==> config.mk <==
export PLATFORM = sky130hd
export DESIGN_NAME = planning_controller
export DESIGN_NICKNAME = d
export VERILOG_FILES = /design/src/rtl/planning_controller.sv
export SDC_FILE = /design/constraint.sdc
export NUM_CORES = 1
export LEC_CHECK = 0
export CAP_MARGIN = 20
export CORE_MARGIN = 10
export CORE_UTILIZATION = 41
export CTS_BUF_LIST = sky130_fd_sc_hd__clkbuf_4 sky130_fd_sc_hd__clkbuf_8
export CTS_CLUSTER_DIAMETER = 60
export DETAILED_ROUTE_END_ITERATION = 8
export PLACE_DENSITY = 0.58
export SETUP_SLACK_MARGIN = 0.05
export SLEW_MARGIN = 30
export SYNTH_ARGS = -nofsm -noshare
export SYNTH_HDL_FRONTEND = slang
export SYNTH_SLANG_ARGS = --single-unit
==> constraint.sdc <==
create_clock -name clk -period 8.51 [get_ports clk]
set_clock_uncertainty 0.15 [all_clocks]
set_input_delay 1.702 -clock clk [delete_from_list [all_inputs] [get_ports clk]]
set_output_delay 1.702 -clock clk [all_outputs]
set_load 0.02 [all_outputs]
==> src/rtl/planning_controller.sv <==
// planning_controller: waypoint-following reference strategy for the
// single-obstacle planning model. Tracks the robot position internally,
// requests one move per cycle along a fixed five-waypoint path and holds
// whenever the next cell lies within one step of the obstacle.
// Optional build macro PLANNER_STALL_EN adds the hold counter and the
// registered `stalled` flag; without it `stalled` is tied low.
module planning_controller #(
  parameter int K         = 2,
  parameter int STALL_MAX = 64
) (
  input  logic       clk,
  input  logic       rst,
  input  logic       end_init,
  input  logic       error,
  input  logic [3:0] obs1_x,
  input  logic [3:0] obs1_y,
  input  logic       _rt_robot,
  output logic       move_robot,
  output logic       controllable_up,
  output logic       controllable_down,
  output logic       controllable_left,
  output logic       controllable_right,
  output logic       done,
  output logic       stalled
);

  typedef enum logic [1:0] {IDLE, RUN, DONE, FAIL} state_t;

  localparam logic [3:0] X_WALL = 4'(2 * K - 1);
  localparam logic [3:0] Y_MID  = 4'(2 * K);
  localparam logic [3:0] Y_LOW  = 4'(2 * K - 1);
  localparam logic [3:0] X_HI   = 4'(3 * K - 1);
  localparam logic [3:0] Y_HI   = 4'(3 * K - 1);

  state_t     state;
  state_t     state_next;
  logic [3:0] rx;
  logic [3:0] ry;
  logic [2:0] wp;
  logic [3:0] wx;
  logic [3:0] wy;
  logic       go_r;
  logic       go_l;
  logic       go_u;
  logic       go_d;
  logic [4:0] nx;
  logic [4:0] ny;
  logic       unsafe;
  logic       can_step;
  logic       commit;
  logic       reached;

  // Within one cell on an axis; operands widened to 5 bits so the
  // difference never wraps.
  function automatic logic near(input logic [4:0] a, input logic [4:0] b);
    logic [4:0] d;
    d = (a >= b) ? (a - b) : (b - a);
    return (d <= 5'd1);
  endfunction

  // Current target waypoint.
  always_comb begin
    wx = X_HI;
    wy = Y_HI;
    case (wp)
      3'd0:    begin wx = 4'd0;   wy = Y_MID; end
      3'd1:    begin wx = X_WALL; wy = Y_MID; end
      3'd2:    begin wx = X_WALL; wy = Y_LOW; end
      3'd3:    begin wx = X_HI;   wy = Y_LOW; end
      default: begin wx = X_HI;   wy = Y_HI;  end
    endcase
  end

  // Direction toward the waypoint (segments are axis-aligned) and next cell.
  always_comb begin
    go_r = (rx < wx);
    go_l = (rx > wx);
    go_u = (rx == wx) && (ry < wy);
    go_d = (rx == wx) && (ry > wy);
    nx   = {1'b0, rx};
    ny   = {1'b0, ry};
    if (go_r)      nx = nx + 5'd1;
    else if (go_l) nx = nx - 5'd1;
    if (go_u)      ny = ny + 5'd1;
    else if (go_d) ny = ny - 5'd1;
  end

  assign unsafe   = near(nx, {1'b0, obs1_x}) && near(ny, {1'b0, obs1_y});
  assign can_step = (go_r | go_l | go_u | go_d) && !unsafe;
  assign commit   = (state == RUN) && can_step && _rt_robot;
  assign reached  = (nx[3:0] == wx) && (ny[3:0] == wy);

  // Next state and Mealy request outputs; error overrides everything.
  always_comb begin
    state_next         = state;
    move_robot         = 1'b0;
    controllable_up    = 1'b0;
    controllable_down  = 1'b0;
    controllable_left  = 1'b0;
    controllable_right = 1'b0;
    done               = 1'b0;
    case (state)
      IDLE: if (end_init) state_next = RUN;
      RUN: begin
        if (can_step) begin
          move_robot         = 1'b1;
          controllable_up    = go_u;
          controllable_down  = go_d;
          controllable_left  = go_l;
          controllable_right = go_r;
        end
        if (commit && reached && (wp == 3'd4)) state_next = DONE;
      end
      DONE:    done = 1'b1;
      default: state_next = FAIL;
    endcase
    if (error) state_next = FAIL;
  end

  // State register.
  always_ff @(posedge clk) begin
    if (rst) state <= IDLE;
    else     state <= state_next;
  end

  // Position and waypoint index advance on a committed move.
  always_ff @(posedge clk) begin
    if (rst) begin
      rx <= 4'd0;
      ry <= 4'd0;
      wp <= 3'd0;
    end else if (commit && !error) begin
      rx <= nx[3:0];
      ry <= ny[3:0];
      if (reached && (wp != 3'd4)) wp <= wp + 3'd1;
    end
  end

`ifdef PLANNER_STALL_EN
  logic [7:0] hold_cnt;
  logic [7:0] hold_inc;
  logic       stalled_q;

  assign hold_inc = (hold_cnt == 8'hFF) ? hold_cnt : hold_cnt + 8'd1;
  assign stalled  = stalled_q;

  // Count consecutive hold cycles; a committed move restarts the count.
  always_ff @(posedge clk) begin
    if (rst) begin
      hold_cnt  <= 8'd0;
      stalled_q <= 1'b0;
    end else if (error || state == FAIL) begin
      stalled_q <= 1'b0;
    end else if (commit) begin
      hold_cnt  <= 8'd0;
      stalled_q <= 1'b0;
    end else if ((state == RUN) && !can_step) begin
      hold_cnt  <= hold_inc;
      stalled_q <= (hold_inc >= 8'(STALL_MAX));
    end
  end
`else
  assign stalled = 1'b0;
`endif

endmodule

# Yosys cells after proc, flatten, opt, wreduce, memory -nomap -nowiden

Index checks and enable logic that the tools add are counted.

Register bits after elaboration: 13
Bits of input ports: 13
Output and inout port bits: 7
Logic and storage cells: 80

Add/sub/neg operators: 9
Bitwise operators: 3
Magnitude comparators: 8
Reduce and logical (&&, ||, !) cells: 20
Muxes and demuxes: 23
Equality and inequality tests: 13

Operators with widths:

| kind                                                            | count |
|---|---|
| 2-to-1 mux 5 bit                                                | 6 |
| equality test 4 bit                                             | 3 |
| one-hot mux 3 bit (2 select lines)                              | 2 |
| logical AND 1 bit                                               | 11 |
| 2-to-1 mux 1 bit                                                | 11 |
| adder 4 x 1 -> 5 bit (second input constant)                    | 2 |
| >= comparator 5 x 4 -> 1 bit                                    | 2 |
| less-or-equal comparator 5 x 1 -> 1 bit (second input constant) | 2 |
| subtractor 4 x 1 -> 5 bit (second input constant)               | 2 |
| subtractor 4 x 5 -> 5 bit                                       | 2 |
| subtractor 5 x 4 -> 5 bit                                       | 2 |
| greater-than comparator 4 bit                                   | 2 |
| less-than comparator 4 bit                                      | 2 |
| equality test 3 x 2 -> 1 bit (second input constant)            | 2 |
| 2-to-1 mux 2 bit                                                | 3 |
| != test 3 bit (second input constant)                           | 2 |
| one-hot mux 2 bit (3 select lines)                              | 1 |
| OR reduction 2 bit                                              | 3 |
| adder 3 x 1 -> 3 bit (second input constant)                    | 1 |
| equality test 3 x 1 -> 1 bit (second input constant)            | 1 |
| equality test 3 bit (second input constant)                     | 1 |
| logical NOT 3 bit                                               | 1 |
| != test 3 x 2 -> 1 bit (second input constant)                  | 1 |
| OR 1 bit                                                        | 3 |
| 7 further kinds                                                 | 8 |

# Longest topological paths before layout

Gate-level depths: netlist of run 1.

Depth after elaboration: 20
Mapped depth: 22
Gate-level depth less buffers: 20

# Least setup slack after synthesis of run 1

OpenSTA, ideal clock, no wires.

Kind: register -> output
Start point: register wp[1]
End point: output port controllable_down
Arrival: 5014 ps
Stages on the path, launching flop included: 20
Slack: 1644 ps
Cell sequence: dfxtp_1 inv_1 ha_1 nor3_1 nor2_1 ha_1 nand3b_1 and2_0 o311ai_0 inv_1 ha_1 nand3_1 a2111oi_2 a211oi_2 and2_1 mux2_2 o2111ai_1 nor4b_4 buf_2 nor4_1

Elaborated cells between the ends (all ways): 38
Those cells by class: add/sub: 4; order compare: 8; eq/ne: 4; mux: 10; bitwise: 3; reduce/logical: 9

RTL lines:

| what                                                                                | RTL line | source |
|---|---|---|
| start: declaration                                                                  | 39       | `logic [2:0] wp;` |
| start signal: assignment                                                            | 135      | `if (reached && (wp != 3'd4)) wp <= wp + 3'd1;` |
| equality test 3 x 2 -> 1 bit / equality test 3 x 1 -> 1 bit (equally long branches) | 65       | `case (wp)` |
| OR reduction 2 bit (no source line)                                                 | --       |  |
| one-hot mux 3 bit (2 select lines) *                                                | 65       |  |
| greater-than comparator 4 bit                                                       | 77       | `go_l = (rx > wx);` |
| 2-to-1 mux 5 bit                                                                    | 83       | `else if (go_l) nx = nx - 5'd1;` |
| 2-to-1 mux 5 bit *                                                                  | 82       | `if (go_r) nx = nx + 5'd1;` |
| via nx[1]                                                                           | 46       | `logic [4:0] nx;` |
| subtractor 4 x 5 -> 5 bit, or another cell as far along                             | 57       | `d = (a >= b) ? (a - b) : (b - a);` |
| 2-to-1 mux 5 bit *                                                                  | 57       |  |
| less-or-equal comparator 5 x 1 -> 1 bit *                                           | 58       | `return (d <= 5'd1);` |
| logical AND 1 bit *                                                                 | 88       | `assign unsafe = near(nx, {1'b0, obs1_x}) && near(ny, {1'b0, obs1_y});` |
| logical NOT 1 bit *                                                                 | 89       | `assign can_step = (go_r \| go_l \| go_u \| go_d) && !unsafe;` |
| logical AND 1 bit *                                                                 | 89       |  |
| 2-to-1 mux 1 bit *                                                                  | 105      | `if (can_step) begin` |
| 2-to-1 mux 1 bit *                                                                  | 102      | `case (state)` |
| end: declaration                                                                    | 20       | `output logic controllable_down,` |

The timed path passes the listed nets; every way through them passes the cells marked *.

# Worst setup path after layout of run 1

Start point: register wp[1]
End point: output port controllable_left

Elaborated cells between the ends (all ways): 38
Those cells by class: add/sub: 4; order compare: 8; eq/ne: 4; mux: 10; bitwise: 3; reduce/logical: 9

RTL lines:

| what                                                                                | RTL line | source |
|---|---|---|
| equality test 3 x 2 -> 1 bit / equality test 3 x 1 -> 1 bit (equally long branches) | 65       |  |
| OR reduction 2 bit (no source line)                                                 | --       |  |
| one-hot mux 3 bit (2 select lines) *                                                | 65       |  |
| greater-than comparator 4 bit                                                       | 77       |  |
| 2-to-1 mux 5 bit                                                                    | 83       |  |
| 2-to-1 mux 5 bit *                                                                  | 82       |  |
| via nx[1]                                                                           | 46       |  |
| subtractor 4 x 5 -> 5 bit, or another cell as far along                             | 57       |  |
| 2-to-1 mux 5 bit *                                                                  | 57       |  |
| less-or-equal comparator 5 x 1 -> 1 bit *                                           | 58       |  |
| logical AND 1 bit *                                                                 | 88       |  |
| logical NOT 1 bit *                                                                 | 89       |  |
| logical AND 1 bit *                                                                 | 89       |  |
| 2-to-1 mux 1 bit *                                                                  | 105      |  |
| 2-to-1 mux 1 bit *                                                                  | 102      |  |
| end: declaration                                                                    | 21       | `output logic controllable_left,` |

Marks and branches as above.

==> Implementation_results.wiki, run 1 <==
{| class="wikitable"
! Metric !! Value
|-
| Outcome || finished, final reports clean
|-
| Number of nets in the synthesized netlist || 322
|-
| DRC violations left || 0
|-
| I/O pins || 20
|-
| Leakage power total || 1.05 nW
|-
| Share of layout cells above drive strength 1 || 8.90%
|-
| Mapped Cells || 276
|-
| Total power density per cell area || 137 nW/µm²
|-
| Average wire length per cell after detail routing || 15.4 µm
|-
| Headroom to the max-slew limit || 39.3%
|-
| Total Negative Setup Slacks || 0 ns
|-
| Unrepaired setup endpoints after global routing || no
|-
| Commonest cells after routing, fill and taps aside || 31 x sky130_fd_sc_hd__inv_1, 29 x sky130_fd_sc_hd__ha_1, 23 x sky130_fd_sc_hd__nor2_1
|-
| Worst Slack Setup Final || 0.899 ns
|-
| Via count || 2063
|-
| Mean Syn Cell Area || 7.80 µm²
|-
| Number of antenna-violating nets in the routed design || 0
|-
| Drt via density || 5.70
|-
| Combined global-route utilization of all metal layers || 13.2%
|-
| Number of antenna violations at the first check in global routing || 0
|-
| Highest attainable clock frequency || 131 MHz
|-
| Filler Cell Count || 537
|-
| Post-Syn Area || 2150 µm²
|-
| Number of sinks handled by clock tree synthesis || 13
|-
| Fraction of power consumed by combinational cells || 61.7%
|-
| Detailed Route WL || 5.58 mm
|-
| Top delay family on crit path || simple AND/OR/NAND/NOR gates
|-
| Row count || 26
|-
| Overall overflow remaining after global route || 0
|-
| Number of input and output port buffers inserted || 18
|-
| Commonest non-fill, non-tap cell in the layout || sky130_fd_sc_hd__inv_1
|-
| Die Footprint || 8550 µm²
|-
| Final period demand of the worst path || 7.61 ns
|-
| Net total in the final layout || 339
|-
| Int Pwr || 0.190 mW
|-
| Final number of setup-violating endpoints || 0
|-
| Share of the synthesized area in the top cell type || 16.9%
|-
| Floorplan core area || 5110 µm²
|-
| Number of violations reported at the end of detailed-routing iteration 0 || 110
|-
| Hold Fails Final Rpt || 0
|-
| Async S/R FF share, synth || 0%
|-
| Number of iterations in the first detailed-routing pass || 4
|-
| Inst Count DP || 358
|-
| Clock transition time at the flip-flop clock pins of the worst setup and hold paths || 0.06 ns
|-
| Clock tree from TritonCTS || built
|-
| Sequential cell area in the final layout || 260 µm²
|-
| GPL Wtd Cong || 0.835
|-
| R2R Setup Slk || 2.77 ns
|-
| Area of combinational cells with multiple inputs || 1720 µm²
|-
| Number of buffers on the longest clock path || 2
|-
| Clock latency at the later pin of the worst-skew pair || 0.25 ns
|-
| Primary FF master, synth || sky130_fd_sc_hd__dfxtp_1
|-
| Share of power burned in registers || 20.1%
|-
| Number of synthesis warnings || 0
|-
| Hold_buf cts || 0
|-
| Largest voltage drop on the vdd net || 70.8 µV
|-
| Area Growth Syn to Fin || 13.4%
|-
| Count of buffering cells on the critical path with inverters included || 3
|-
| Cell taking the most area after synthesis || sky130_fd_sc_hd__ha_1
|-
| Initial Util || 42.1%
|-
| Yosys reg bits || 13
|-
| Switching pwr || 0.144 mW
|-
| Post-Place Setup Slack || 1.13 ns
|-
| Number of buffers added for setup after CTS || 0
|-
| Detailed placement HPWL || 4.54 mm
|-
| Required time at the endpoint of the critical path || 6.66 ns
|-
| Top fanout value on the critical path || 11
|-
| Sequential cell area fraction in the yosys report || 12.1%
|-
| Sequence of cells on the critical path || inv_1 -> ha_1 -> nor3_1 -> nor2_1 -> ha_1 -> nand4b_1 -> o311ai_0 -> inv_1 -> ha_1 -> nand3_1 -> a2111oi_2 -> a211oi_2 -> and2_1 -> mux2_2 -> o2111ai_1 -> nor4b_4 -> nor4_1 -> clkdlybuf4s50_1
|-
| Pin count of the biggest net entering global routing || 18
|-
| Number of max-cap violations || 0
|-
| Setup crit end kind || primary output
|-
| Critical Path Slowest Stage Cell || sky130_fd_sc_hd__o311ai_0
|-
| Synth top area cells || sky130_fd_sc_hd__ha_1 17%, sky130_fd_sc_hd__dfxtp_1 12%, sky130_fd_sc_hd__inv_1 5.4%, sky130_fd_sc_hd__nor2_1 4.0%, sky130_fd_sc_hd__fa_1 3.7%
|-
| Critical path start-end classification || reg2out
|-
| Count of antenna diodes in the layout || 0
|-
| Critical Path Source Type || flip-flop
|-
| H-tree lvl count || 1
|-
| Final period util || 89.4%
|-
| Die Wd || 92.5 µm
|-
| Hold slack || 0.388 ns
|-
| Overall power of the completed layout || 0.334 mW
|-
| Post-route non-filler standard cell count || 362
|-
| First-pass GRT wire length || 9.69 mm
|-
| Master cell of the clock root buffer || sky130_fd_sc_hd__clkbuf_8
|-
| Post_cts resized || 0
|-
| Die H || 92.5 µm
|-
| Proportion of total power due to net switching || 43.2%
|-
| Worst-margin pin slew || 0.902 ns
|-
| Count of final max-slew check failures || 0
|-
| Clock power frac || 18.2%
|-
| EDFF count, synth || 0
|-
| Min-delay worst type || reg2reg
|-
| Maximum cell stage delay along the critical path || 0.63 ns
|-
| Vias in the first global route || 2061
|-
| Most numerous cell on the critical path || sky130_fd_sc_hd__ha_1
|-
| Post-synthesis cell type count || 66
|-
| Arrival time reported for the critical path endpoint || 5.76 ns
|-
| Number of buffers created by CTS || 3
|}
-- state kept, by name, indices dropped and copies added, names as in the netlist --
signal / flops
rx: 4
ry: 4
state: 2
wp: 3
-- tightest hold or removal path, cell delays in order (launching register included) --
cell and delay (ns):
sky130_fd_sc_hd__dfxtp_1 0.35, sky130_fd_sc_hd__o31ai_1 0.08, sky130_fd_sc_hd__a21oi_1 0.06
-- logic make-up after synthesis --
group                    share of synthesized area [%]
AO/OA/AOI/OAI                                     26.3
XOR/XNOR                                          3.26
adder cells (fa/ha/maj)                           20.6
buffers and inverters                             8.08
flip-flops                                        12.1
multiplexers                                      2.21
other                                            0.174
AND/OR/NAND/NOR                                   27.3
-- stage by stage --
step	area, µm²	utilization, %
6_report	2440	47.8
5_1_grt	2440	47.8
4_1_cts	2440	47.8
3_5_place_dp	2390	46.8
3_3_place_gp	2390	46.8
2_1_floorplan	2150	-
-- power groups by stage --
stage / Combinational (mW) / Sequential, mW / Clock [mW]
2_1_floorplan: 0.156 / 0.0671 / 0
3_3_place_gp: 0.206 / 0.0683 / 0
3_5_place_dp: 0.206 / 0.0682 / 0
4_1_cts: 0.207 / 0.0669 / 0.0621
5_1_grt: 0.231 / 0.0675 / 0.0648
6_report: 0.206 / 0.0671 / 0.0608
-- area by class of cell --
class / count / area share, %
multi-input combinational: 222 / 70.4
sequential: 13 / 10.7
timing repair buffer: 22 / 8.61
inverter: 31 / 4.77
tap: 70 / 3.59
clock buffer: 4 / 2.00
-- Yosys cell counts (all sizes together) (6+ instances only) --
cell type,instances
a21oi,14
dfxtp,13
ha,29
inv,31
nand2,12
nand2b,6
nand3,8
nor2,23
nor2b,9
nor3,6
nor4,6
o21ai,14
o31ai,7
xnor2,7
-- worst paths after layout --
path | endpoint | startpoint | cells past startpoint
max | controllable_left | wp[1] | 18
min | wp[0] | wp[0] | 2
max reg2reg | wp[2] | wp[1] | 19
min reg2reg | wp[0] | wp[0] | 2
-- per-layer routing --
layer / wire (µm) / global-route usage (%) / vias to the layer above
li1: - / - / 1044
met1: 2720 / 17.5 / 968
met2: 2620 / 22.8 / 47
met3: 219 / 1.94 / 4
met4: 21 / 1.54 / 0
met5: 0 / 0 / -
Note: power is estimated with default switching activity, not from simulation.
==> run 2, diff against run 1 <==
Settings changed: SETUP_SLACK_MARGIN 0.05 to not set.
==> results of run 2 <==
Final layout, timing and power as in run 1 (identical DEF).
==> run 3, diff against run 2 <==
Settings changed: TNS_END_PERCENT set to 1.
==> results of run 3 <==
Final layout, timing and power as in run 1 (identical DEF).
